## src/rtl/uart_rx_ctrl_pkg.sv

```systemverilog
// Shared types and helpers for the UART receive frame controller.
package uart_rx_ctrl_pkg;

  // Receive sequencer states.
  typedef enum logic [2:0] {
    StIdle,
    StStart,
    StData,
    StParity,
    StStop1,
    StStop2
  } rx_state_e;

  // Character length encodings seen on cfg_char_len.
  localparam logic [1:0] CHAR_LEN_5 = 2'd0;
  localparam logic [1:0] CHAR_LEN_6 = 2'd1;
  localparam logic [1:0] CHAR_LEN_7 = 2'd2;
  localparam logic [1:0] CHAR_LEN_8 = 2'd3;

  // Number of data bits for a character length encoding (5..8).
  function automatic logic [3:0] char_len_bits(input logic [1:0] len);
    return 4'd5 + {2'b00, len};
  endfunction

endpackage

```

## src/rtl/uart_baud_tick_gen.sv

```systemverilog
// Sample-tick generator: one-clk tick every max(baud_div,1) clks, restartable.
module uart_baud_tick_gen #(
  parameter int unsigned DIV_WIDTH = 16
) (
  input  logic                 clk,
  input  logic                 rst,
  input  logic [DIV_WIDTH-1:0] baud_div,
  input  logic                 restart,
  output logic                 tick
);

  logic [DIV_WIDTH-1:0] cnt_q, cnt_d;
  logic [DIV_WIDTH-1:0] reload;

  // A divider of 0 behaves as 1, i.e. a tick on every clk.
  assign reload = (baud_div == '0) ? '0 : baud_div - DIV_WIDTH'(1);

  // Restart suppresses the tick so the first period after a start edge is a full one.
  assign tick = (cnt_q == '0) && !restart;

  // Down-counter next state: reload on restart or on reaching zero.
  always_comb begin
    cnt_d = cnt_q - DIV_WIDTH'(1);
    if (restart || (cnt_q == '0)) begin
      cnt_d = reload;
    end
  end

  // Counter register.
  always_ff @(posedge clk or posedge rst) begin
    if (rst) begin
      cnt_q <= '0;
    end else begin
      cnt_q <= cnt_d;
    end
  end

endmodule

```

## src/rtl/uart_rx_frame_ctrl.sv

```systemverilog
// UART receive sequencer: synchronizes rx, times mid-bit samples, assembles frames and
// presents them on a valid/ready handshake with parity, framing and overrun status.
module uart_rx_frame_ctrl
  import uart_rx_ctrl_pkg::*;
#(
  parameter int unsigned MAX_DATA_WIDTH = 8,
  parameter int unsigned OVERSAMPLE     = 16,
  parameter int unsigned DIV_WIDTH      = 16
) (
  input  logic                      clk,
  input  logic                      rst,
  input  logic [DIV_WIDTH-1:0]      baud_div,
  input  logic [1:0]                cfg_char_len,
  input  logic                      cfg_parity_en,
  input  logic                      cfg_parity_odd,
  input  logic                      cfg_stop2,
  input  logic                      rx,
  input  logic                      rx_ready,
  output logic [MAX_DATA_WIDTH-1:0] rx_data,
  output logic                      rx_valid,
  output logic                      parity_err,
  output logic                      framing_err,
  output logic                      overrun_err,
  output logic                      busy
);

  localparam int unsigned SCNT_W = $clog2(OVERSAMPLE);
  localparam int unsigned IDX_W  = $clog2(MAX_DATA_WIDTH);
  localparam logic [SCNT_W-1:0] SCNT_MID  = SCNT_W'(OVERSAMPLE / 2 - 1);
  localparam logic [SCNT_W-1:0] SCNT_LAST = SCNT_W'(OVERSAMPLE - 1);

  rx_state_e                 state_q, state_d;
  logic [SCNT_W-1:0]         scnt_q, scnt_d;
  logic [IDX_W-1:0]          idx_q, idx_d;
  logic [MAX_DATA_WIDTH-1:0] shreg_q, shreg_d;
  logic                      frame_perr_q, frame_perr_d;
  logic                      frame_ferr_q, frame_ferr_d;
  logic                      done_q, done_d;
  logic [1:0]                len_q, len_d;
  logic                      pen_q, pen_d, podd_q, podd_d, stop2_q, stop2_d;
  logic                      rx_meta_q, rx_sync_q, rx_prev_q;
  logic                      tick, restart;
  logic [IDX_W-1:0]          last_idx;

  logic [MAX_DATA_WIDTH-1:0] rx_data_q, rx_data_d;
  logic                      rx_valid_q, rx_valid_d;
  logic                      parity_err_q, parity_err_d;
  logic                      framing_err_q, framing_err_d;
  logic                      overrun_q, overrun_d;

  uart_baud_tick_gen #(
    .DIV_WIDTH (DIV_WIDTH)
  ) u_tick_gen (
    .clk      (clk),
    .rst      (rst),
    .baud_div (baud_div),
    .restart  (restart),
    .tick     (tick)
  );

  assign last_idx = IDX_W'(char_len_bits(len_q) - 4'd1);

  // Two-flop synchronizer plus one history flop for falling-edge detection.
  always_ff @(posedge clk or posedge rst) begin
    if (rst) begin
      rx_meta_q <= 1'b1;
      rx_sync_q <= 1'b1;
      rx_prev_q <= 1'b1;
    end else begin
      rx_meta_q <= rx;
      rx_sync_q <= rx_meta_q;
      rx_prev_q <= rx_sync_q;
    end
  end

  // Sequencer next state: bit timing, sampling, shifting and frame status.
  always_comb begin
    state_d      = state_q;
    scnt_d       = scnt_q;
    idx_d        = idx_q;
    shreg_d      = shreg_q;
    frame_perr_d = frame_perr_q;
    frame_ferr_d = frame_ferr_q;
    len_d        = len_q;
    pen_d        = pen_q;
    podd_d       = podd_q;
    stop2_d      = stop2_q;
    done_d       = 1'b0;
    restart      = 1'b0;
    unique case (state_q)
      StIdle: begin
        // Edge-triggered only, so a line stuck low (break) cannot retrigger.
        if (rx_prev_q && !rx_sync_q) begin
          state_d      = StStart;
          scnt_d       = '0;
          restart      = 1'b1;
          shreg_d      = '0;
          frame_perr_d = 1'b0;
          frame_ferr_d = 1'b0;
          len_d        = cfg_char_len;
          pen_d        = cfg_parity_en;
          podd_d       = cfg_parity_odd;
          stop2_d      = cfg_stop2;
        end
      end
      StStart: begin
        if (tick) begin
          if (scnt_q == SCNT_MID) begin
            if (rx_sync_q) begin
              state_d = StIdle;
            end else begin
              state_d = StData;
              scnt_d  = '0;
              idx_d   = '0;
            end
          end else begin
            scnt_d = scnt_q + SCNT_W'(1);
          end
        end
      end
      StData, StParity, StStop1, StStop2: begin
        if (tick) begin
          if (scnt_q == SCNT_LAST) begin
            scnt_d = '0;
            if (state_q == StData) begin
              shreg_d[idx_q] = rx_sync_q;
              if (idx_q == last_idx) begin
                state_d = pen_q ? StParity : StStop1;
              end else begin
                idx_d = idx_q + IDX_W'(1);
              end
            end else if (state_q == StParity) begin
              frame_perr_d = ((^shreg_q) ^ rx_sync_q) != podd_q;
              state_d      = StStop1;
            end else begin
              if (!rx_sync_q) begin
                frame_ferr_d = 1'b1;
              end
              if ((state_q == StStop1) && stop2_q) begin
                state_d = StStop2;
              end else begin
                state_d = StIdle;
                done_d  = 1'b1;
              end
            end
          end else begin
            scnt_d = scnt_q + SCNT_W'(1);
          end
        end
      end
      default: state_d = StIdle;
    endcase
  end

  // Sequencer registers.
  always_ff @(posedge clk or posedge rst) begin
    if (rst) begin
      state_q      <= StIdle;
      scnt_q       <= '0;
      idx_q        <= '0;
      shreg_q      <= '0;
      frame_perr_q <= 1'b0;
      frame_ferr_q <= 1'b0;
      done_q       <= 1'b0;
      len_q        <= CHAR_LEN_8;
      pen_q        <= 1'b0;
      podd_q       <= 1'b0;
      stop2_q      <= 1'b0;
    end else begin
      state_q      <= state_d;
      scnt_q       <= scnt_d;
      idx_q        <= idx_d;
      shreg_q      <= shreg_d;
      frame_perr_q <= frame_perr_d;
      frame_ferr_q <= frame_ferr_d;
      done_q       <= done_d;
      len_q        <= len_d;
      pen_q        <= pen_d;
      podd_q       <= podd_d;
      stop2_q      <= stop2_d;
    end
  end

  // Output handshake: load a completed frame if the slot is free or being drained this clk.
  always_comb begin
    rx_data_d     = rx_data_q;
    rx_valid_d    = rx_valid_q;
    parity_err_d  = parity_err_q;
    framing_err_d = framing_err_q;
    overrun_d     = 1'b0;
    if (done_q) begin
      if (!rx_valid_q || rx_ready) begin
        rx_data_d     = shreg_q;
        rx_valid_d    = 1'b1;
        parity_err_d  = frame_perr_q;
        framing_err_d = frame_ferr_q;
      end else begin
        overrun_d = 1'b1;
      end
    end else if (rx_valid_q && rx_ready) begin
      rx_valid_d = 1'b0;
    end
  end

  // Output registers.
  always_ff @(posedge clk or posedge rst) begin
    if (rst) begin
      rx_data_q     <= '0;
      rx_valid_q    <= 1'b0;
      parity_err_q  <= 1'b0;
      framing_err_q <= 1'b0;
      overrun_q     <= 1'b0;
    end else begin
      rx_data_q     <= rx_data_d;
      rx_valid_q    <= rx_valid_d;
      parity_err_q  <= parity_err_d;
      framing_err_q <= framing_err_d;
      overrun_q     <= overrun_d;
    end
  end

  assign rx_data     = rx_data_q;
  assign rx_valid    = rx_valid_q;
  assign parity_err  = parity_err_q;
  assign framing_err = framing_err_q;
  assign overrun_err = overrun_q;
  assign busy        = (state_q != StIdle);

endmodule

```

## config.mk

```make
export PLATFORM = sky130hd
export DESIGN_NAME = uart_rx_frame_ctrl
export DESIGN_NICKNAME = d
export VERILOG_FILES = /design/src/rtl/uart_rx_ctrl_pkg.sv /design/src/rtl/uart_baud_tick_gen.sv /design/src/rtl/uart_rx_frame_ctrl.sv
export SDC_FILE = /design/constraint.sdc
export NUM_CORES = 1
export LEC_CHECK = 0
export CAP_MARGIN = 20
export CORE_UTILIZATION = 57
export DETAILED_ROUTE_END_ITERATION = 10
export HOLD_SLACK_MARGIN = 0.1
export PLACE_DENSITY = 0.82
export SYNTH_ARGS = -nofsm -noshare
export SYNTH_HDL_FRONTEND = slang
export SYNTH_HIERARCHICAL = 1
export SYNTH_SLANG_ARGS = --single-unit
```

## constraint.sdc

```tcl
create_clock -name clk -period 2.87 [get_ports clk]
set_input_delay 0.574 -clock clk [delete_from_list [all_inputs] [get_ports clk]]
set_output_delay 0.574 -clock clk [all_outputs]
set_load 0.03 [all_outputs]
```

==> flow_summary.json, run 1 <==
{
  "tritoncts": "yes",
  "ant_nets": 0,
  "vias_per_cell": 6.04,
  "gp_congestion": 0.898,
  "ys.flop_type": "dfrtp_1",
  "relSlewSlack": 0.540,
  "drtPass1Iterations": 4,
  "worstMarginPinSlew_ns": 0.685,
  "cts.sinks": 57,
  "setup_viol": 0,
  "p_seq_frac": 0.475,
  "tns_ns": 0,
  "power.share.combinational": 0.239,
  "synth_fp_nets": 376,
  "power.leakage_nw": 1.67,
  "vdd_drop_max_uv": 288,
  "synthCells": 346,
  "r2r_slack_ns": 0.28,
  "drt_iter0_drc": 226,
  "cts_max_path_buffers": 2,
  "power_density_nw_per_um2": 624,
  "drcViolationCount": 0,
  "skew_ns": 0.00975,
  "antenna_found_initial": 0,
  "vias": 2785,
  "hold_path_depth": 0,
  "ctsRootBufferMaster": "clkbuf_8",
  "fmax_ghz": 0.385,
  "period_share": 0.904,
  "reg2regPathDepth": 9,
  "synth_edf_count": 0,
  "critical_path.startpoint_type": "flop",
  "synthesis.area_sq_um": 3450,
  "die_x_um": 79.8,
  "initial_utilization": 0.608,
  "slew_violations": 0,
  "cp_data_arrival_time_ns": 2.81,
  "nNetsFinal": 414,
  "worstPathCellList": "inv_1, ha_1, nor4b_2, nand2_1, nor2_1, a32oi_1, o22ai_1, o21ai_0, a22o_1",
  "yosysSeqAreaShare": 0.415,
  "cts_setup_buffers": 0,
  "die_area_sq_um": 6360,
  "io_buffer_count": 37,
  "layout_commonest_cell": "dfrtp_1",
  "wl_per_cell_um": 15.2,
  "utilization": 0.715,
  "grt_max_degree": 42,
  "maxCapViolCount": 0,
  "diodes": 0,
  "area_growth_syn_to_layout_pct": 17.7,
  "grt_pass1_vias": 2655,
  "sw_frac_of_total": 0.320,
  "hold_class": "flop to flop",
  "grt_pass1_wl_um": 12000,
  "dp_hpwl_um": 5230,
  "fin_crit_ns": 2.59,
  "p_clk_frac": 0.286,
  "synth-warning-count": 6,
  "avgSynthCellArea_sq_um": 9.97,
  "cp_data_required_time_ns": 3.09,
  "grtUsageTotal": 0.247,
  "clk_pin_slew_ns": 0.06,
  "htreeDepth": 3,
  "rsz0062_at_grt": "false",
  "slowest_delay_ns": 0.43,
  "synth_cell_types": 61,
  "overflow": 0,
  "cp-end-kind": "flop",
  "numCtsBuffers": 9,
  "internal_power_mw": 1.72,
  "worstSetupPathType": "flop to flop",
  "post_cts_resized": 0,
  "async_flop_share": 1.00,
  "post_route_cells_drive_above_1_share": 0.149,
  "drt-total-wl_um": 7030,
  "postCtsHoldBufs": 0,
  "ys_seq_elements": 57,
  "worst_path_max_delay_cell": "nor4b_2",
  "rows": 27,
  "core_area_sq_um": 5680,
  "hold_violations": 0,
  "clock_latency_ns": 0.34,
  "status": "complete, no violations",
  "pin_count": 38,
  "dieHeight_um": 79.8,
  "worstPathMaxFanout": 7,
  "switching_power_mw": 0.810,
  "layout_common_cells": "52 x dfrtp_1, 37 x clkdlybuf4s50_1, 24 x nor2_1, 24 x o21ai_0, 22 x xnor2_1"
}
## stage by stage
stage / total power [mW] / instance area (sq um) / setup WS, ns / hold slack, ns / instances
after CTS: 2.54 / 4060 / 0.309 / 0.359 / 461
final: 2.53 / 4060 / 0.276 / 0.357 / 461
after floorplan: 1.62 / 3450 / 0.578 / 0.345 / 346
after global routing: 2.67 / 4060 / 0.00721 / 0.362 / 461
after detailed placement: 1.81 / 3870 / 0.336 / 0.350 / 445
after global placement: 1.77 / 3870 / 0.427 / 0.348 / 445
## critical path, delay by kind of cell, from the launching register on
kind | cells | cell delay, ns
fa+ha+maj | 1 | 0.15
flops | 1 | 0.42
compound gates | 4 | 0.96
simple gates | 3 | 0.85
buf+inv | 1 | 0.10
## final timing paths
path                                        to                start
setup reg to reg                     scnt_q[2]  u_tick_gen/cnt_q[0]
max in group asynchronous            rx_prev_q                  rst
setup / recovery                     scnt_q[2]  u_tick_gen/cnt_q[0]
hold / removal                       rx_sync_q            rx_meta_q
hold reg to reg                      rx_sync_q            rx_meta_q
min in group asynchronous  u_tick_gen/cnt_q[7]                  rst
## power groups by stage
| stage | clock network, mW | registers [mW] | logic (mW) |
|---|---|---|---|
| 4_1_cts | 0.735 | 1.20 | 0.610 |
| 2_1_floorplan | 0 | 1.16 | 0.468 |
| 3_5_place_dp | 0 | 1.21 | 0.602 |
| 3_3_place_gp | 0 | 1.20 | 0.574 |
| 5_1_grt | 0.773 | 1.23 | 0.674 |
| 6_report | 0.724 | 1.20 | 0.607 |
## logic make-up after synthesis
logic type               synth area share
XOR/XNOR                           0.0711
adder cells (fa/ha/maj)            0.0181
flip-flops                          0.415
multiplexers                       0.0983
buffers and inverters              0.0435
AND/OR/NAND/NOR                     0.213
AO/OA/AOI/OAI                       0.141
## synthesized netlist by cell type (5+ instances only)
cell / n / share of area
nor2_1: 24 / 0.026
dfstp_2: 5 / 0.038
a21oi_1: 5 / 0.0073
o31ai_1: 5 / 0.011
nor3_1: 12 / 0.017
clkbuf_1: 9 / 0.0098
xor2_1: 6 / 0.015
o31a_1: 6 / 0.015
xnor2_1: 22 / 0.056
nand3_1: 9 / 0.013
nand2b_1: 7 / 0.013
inv_1: 12 / 0.013
o22ai_1: 5 / 0.0091
ha_1: 5 / 0.018
mux2i_1: 17 / 0.049
nand2_1: 16 / 0.017
dfrtp_1: 52 / 0.38
buf_2: 6 / 0.0087
mux2_2: 15 / 0.049
nor4_1: 9 / 0.016
nand4_1: 9 / 0.016
o21ai_0: 24 / 0.035
## registers in the layout, indices dropped and copies added (netlist names), 2 cells and up
name,cells
rx_data,8
shreg_q,8
scnt_q,4
idx_q,3
state_q,3
len_q,2
u_tick_gen/cnt_q,16
## cell type report
type,instances,area (sq um)
sequential,57,1430
fill,423,1620
clock inverter,3,40.0
multi-input combinational,258,1870
timing repair buffer,46,438
clock buffer,13,149
tap,72,90.1
inverter,12,45.0
## per-layer routing
metal | global-route usage | routed length, um
met4 | 0.123 | 199
met3 | 0.0606 | 297
met2 | 0.425 | 3590
met1 | 0.285 | 2940
met5 | 0 | 0
Power figures use the tool's default switching activity.
==> inputs of run 2 (changes only) <==
--- a/config.mk
+++ b/config.mk
@@ -5,11 +5,12 @@
 export SDC_FILE = /design/constraint.sdc
 export NUM_CORES = 1
 export LEC_CHECK = 0
-export CAP_MARGIN = 20
-export CORE_UTILIZATION = 57
+export CELL_PAD_IN_SITES_DETAIL_PLACEMENT = 0
+export CELL_PAD_IN_SITES_GLOBAL_PLACEMENT = 1
+export CORE_UTILIZATION = 44
 export DETAILED_ROUTE_END_ITERATION = 10
 export HOLD_SLACK_MARGIN = 0.1
-export PLACE_DENSITY = 0.82
+export PLACE_DENSITY = 0.81
 export SYNTH_ARGS = -nofsm -noshare
 export SYNTH_HDL_FRONTEND = slang
 export SYNTH_HIERARCHICAL = 1
==> run 2 against run 1 <==
Against the previous run:
- register-to-register slack about the same
- clock skew down 0.0038 ns
- fmax down 0.13%
- routed wire length up 0.24%
- setup slack worse by 0.0035 ns
- critical path type unchanged
- largest cell class unchanged
==> flow_summary.json, run 2 (same netlist as run 1, synthesis figures left out) <==
{
  "fin_crit_ns": 2.60,
  "reg2regPathDepth": 10,
  "area_growth_syn_to_layout_pct": 18.6,
  "vias": 2741,
  "place_area_sq_um": 3940,
  "drtPass1Iterations": 4,
  "period_share": 0.905,
  "die_area_sq_um": 8190,
  "core_area_sq_um": 7410,
  "largest-register": "u_tick_gen/cnt_q",
  "skew_ns": 0.00598,
  "fmax_ghz": 0.385,
  "wl_met1_um": 3040,
  "grt_pass1_vias": 2723,
  "switching_power_mw": 0.788,
  "initial_utilization": 0.465,
  "vias_per_cell": 5.57,
  "relSlewSlack": 0.561,
  "cp-end-kind": "flop",
  "ctsRootBufferMaster": "clkbuf_8",
  "gp_congestion": 0.811,
  "fill_cells": 688,
  "dieHeight_um": 90.5,
  "vdd_drop_max_uv": 214,
  "cts_setup_buffers": 0,
  "hold_class": "flop to flop",
  "rows": 31,
  "sw_frac_of_total": 0.328,
  "worstMarginPinSlew_ns": 0.657,
  "rsz0062_at_grt": "false",
  "grt_max_degree": 42,
  "die_x_um": 90.5,
  "wl_per_cell_um": 14.3,
  "grtUsageTotal": 0.190,
  "ant_nets": 0,
  "layout_common_cells": "52 x dfrtp_1, 37 x clkdlybuf4s50_1, 24 x nor2_1, 24 x o21ai_0, 22 x xnor2_1",
  "hold_violations": 0,
  "route.top_layer_used": "met4",
  "fin_area_sq_um": 4090,
  "cp_data_required_time_ns": 3.06,
  "drt-total-wl_um": 7040,
  "tns_ns": 0,
  "cts.sinks": 57,
  "cts_max_path_buffers": 2,
  "htreeDepth": 3,
  "met3WireLength_um": 160,
  "numCtsBuffers": 9,
  "post_cts_resized": 0,
  "postCtsHoldBufs": 0,
  "maxCapViolCount": 0,
  "tritoncts": "yes",
  "power.share.combinational": 0.253,
  "diodes": 0,
  "slew_violations": 0,
  "drt_iter0_drc": 97,
  "worstSetupPathType": "flop to flop",
  "io_buffer_count": 37,
  "hold_path_depth": 0,
  "cp_data_arrival_time_ns": 2.79,
  "power.leakage_nw": 1.68,
  "worstPathMaxFanout": 8,
  "overflow": 0,
  "grt_pass1_wl_um": 12500,
  "power_density_nw_per_um2": 587,
  "p_seq_frac": 0.497,
  "antenna_found_initial": 0,
  "nNetsFinal": 418,
  "clock_latency_ns": 0.33,
  "critical_path.startpoint_type": "flop",
  "p_clk_frac": 0.250,
  "drcViolationCount": 0,
  "status": "complete, no violations",
  "internal_power_mw": 1.61,
  "post_route_cells_drive_above_1_share": 0.158,
  "dp_hpwl_um": 5310,
  "pin_count": 38,
  "clk_pin_slew_ns": 0.06,
  "wl_met2_um": 3710,
  "largest_reg_flops": 16,
  "setup_viol": 0,
  "layout_commonest_cell": "dfrtp_1"
}
==> run 2: changes by cell type in the layout (fill, tap and decap cells not counted), sizes merged <==
| cell | previous run | this run |
|---|---|---|
| clkbuf | 13 | 12 |
| bufinv | 1 | 0 |
| buf | 9 | 13 |
| clkinv | 2 | 4 |
==> run 2: per-layer routing <==
metal  vias to the layer above  GRT usage
met1                      1312      0.216
met4                         0     0.0941
met3                        11     0.0253
met2                        47      0.348
li1                       1371          -
met5                         -          0
==> run 2: final cells by class <==
type	count	area, sq um	area share
well taps	99	124	0.0303
clock inverters	4	20.0	0.00489
multi-input cells	258	1870	0.456
clock buffers	12	135	0.0330
flip-flops and latches	57	1430	0.350
repair buffers	50	468	0.114
inverters	12	45.0	0.0110
==> run 2: worst max-delay path: stages, from the launching register on <==
cell and delay (ns):
dfrtp_1 0.42, inv_1 0.09, ha_1 0.14, nor4b_2 0.40
nand2_1 0.10, nor2_1 0.31, and4_1 0.31, a22o_1 0.16
nand2_1 0.15, o21ai_0 0.26, o31ai_1 0.12
==> run 2: metrics by stage <==
| stage | worst slack (ns) | utilization | power, mW | instances | hold WS (ns) |
|---|---|---|---|---|---|
| 2_1_floorplan | 0.578 | - | 1.62 | 346 | 0.345 |
| 3_3_place_gp | 0.402 | 0.531 | 1.79 | 476 | 0.347 |
| 3_5_place_dp | 0.363 | 0.531 | 1.82 | 476 | 0.351 |
| 4_1_cts | 0.294 | 0.552 | 2.44 | 492 | 0.360 |
| 5_1_grt | 0.0560 | 0.552 | 2.56 | 492 | 0.362 |
| 6_report | 0.272 | 0.552 | 2.40 | 492 | 0.358 |
==> run 2: path summary, 6_finish.rpt <==
path | from | endpoint | slack (ns)
setup / recovery | u_tick_gen/cnt_q[0] | shreg_q[5] | 0.27
max in group asynchronous | rst | rx_sync_q | 1.80
setup reg to reg | u_tick_gen/cnt_q[0] | shreg_q[5] | 0.27
min in group asynchronous | rst | u_tick_gen/cnt_q[6] | 0.64
hold reg to reg | rx_meta_q | rx_sync_q | 0.36
hold / removal | rx_meta_q | rx_sync_q | 0.36
==> run 2: power groups by stage <==
stage	Clock [mW]	Sequential, mW	Combinational (mW)
floorplan	0	1.16	0.468
global placement	0	1.19	0.596
detailed placement	0	1.20	0.615
CTS	0.627	1.19	0.618
global route	0.652	1.22	0.691
finish	0.599	1.19	0.608
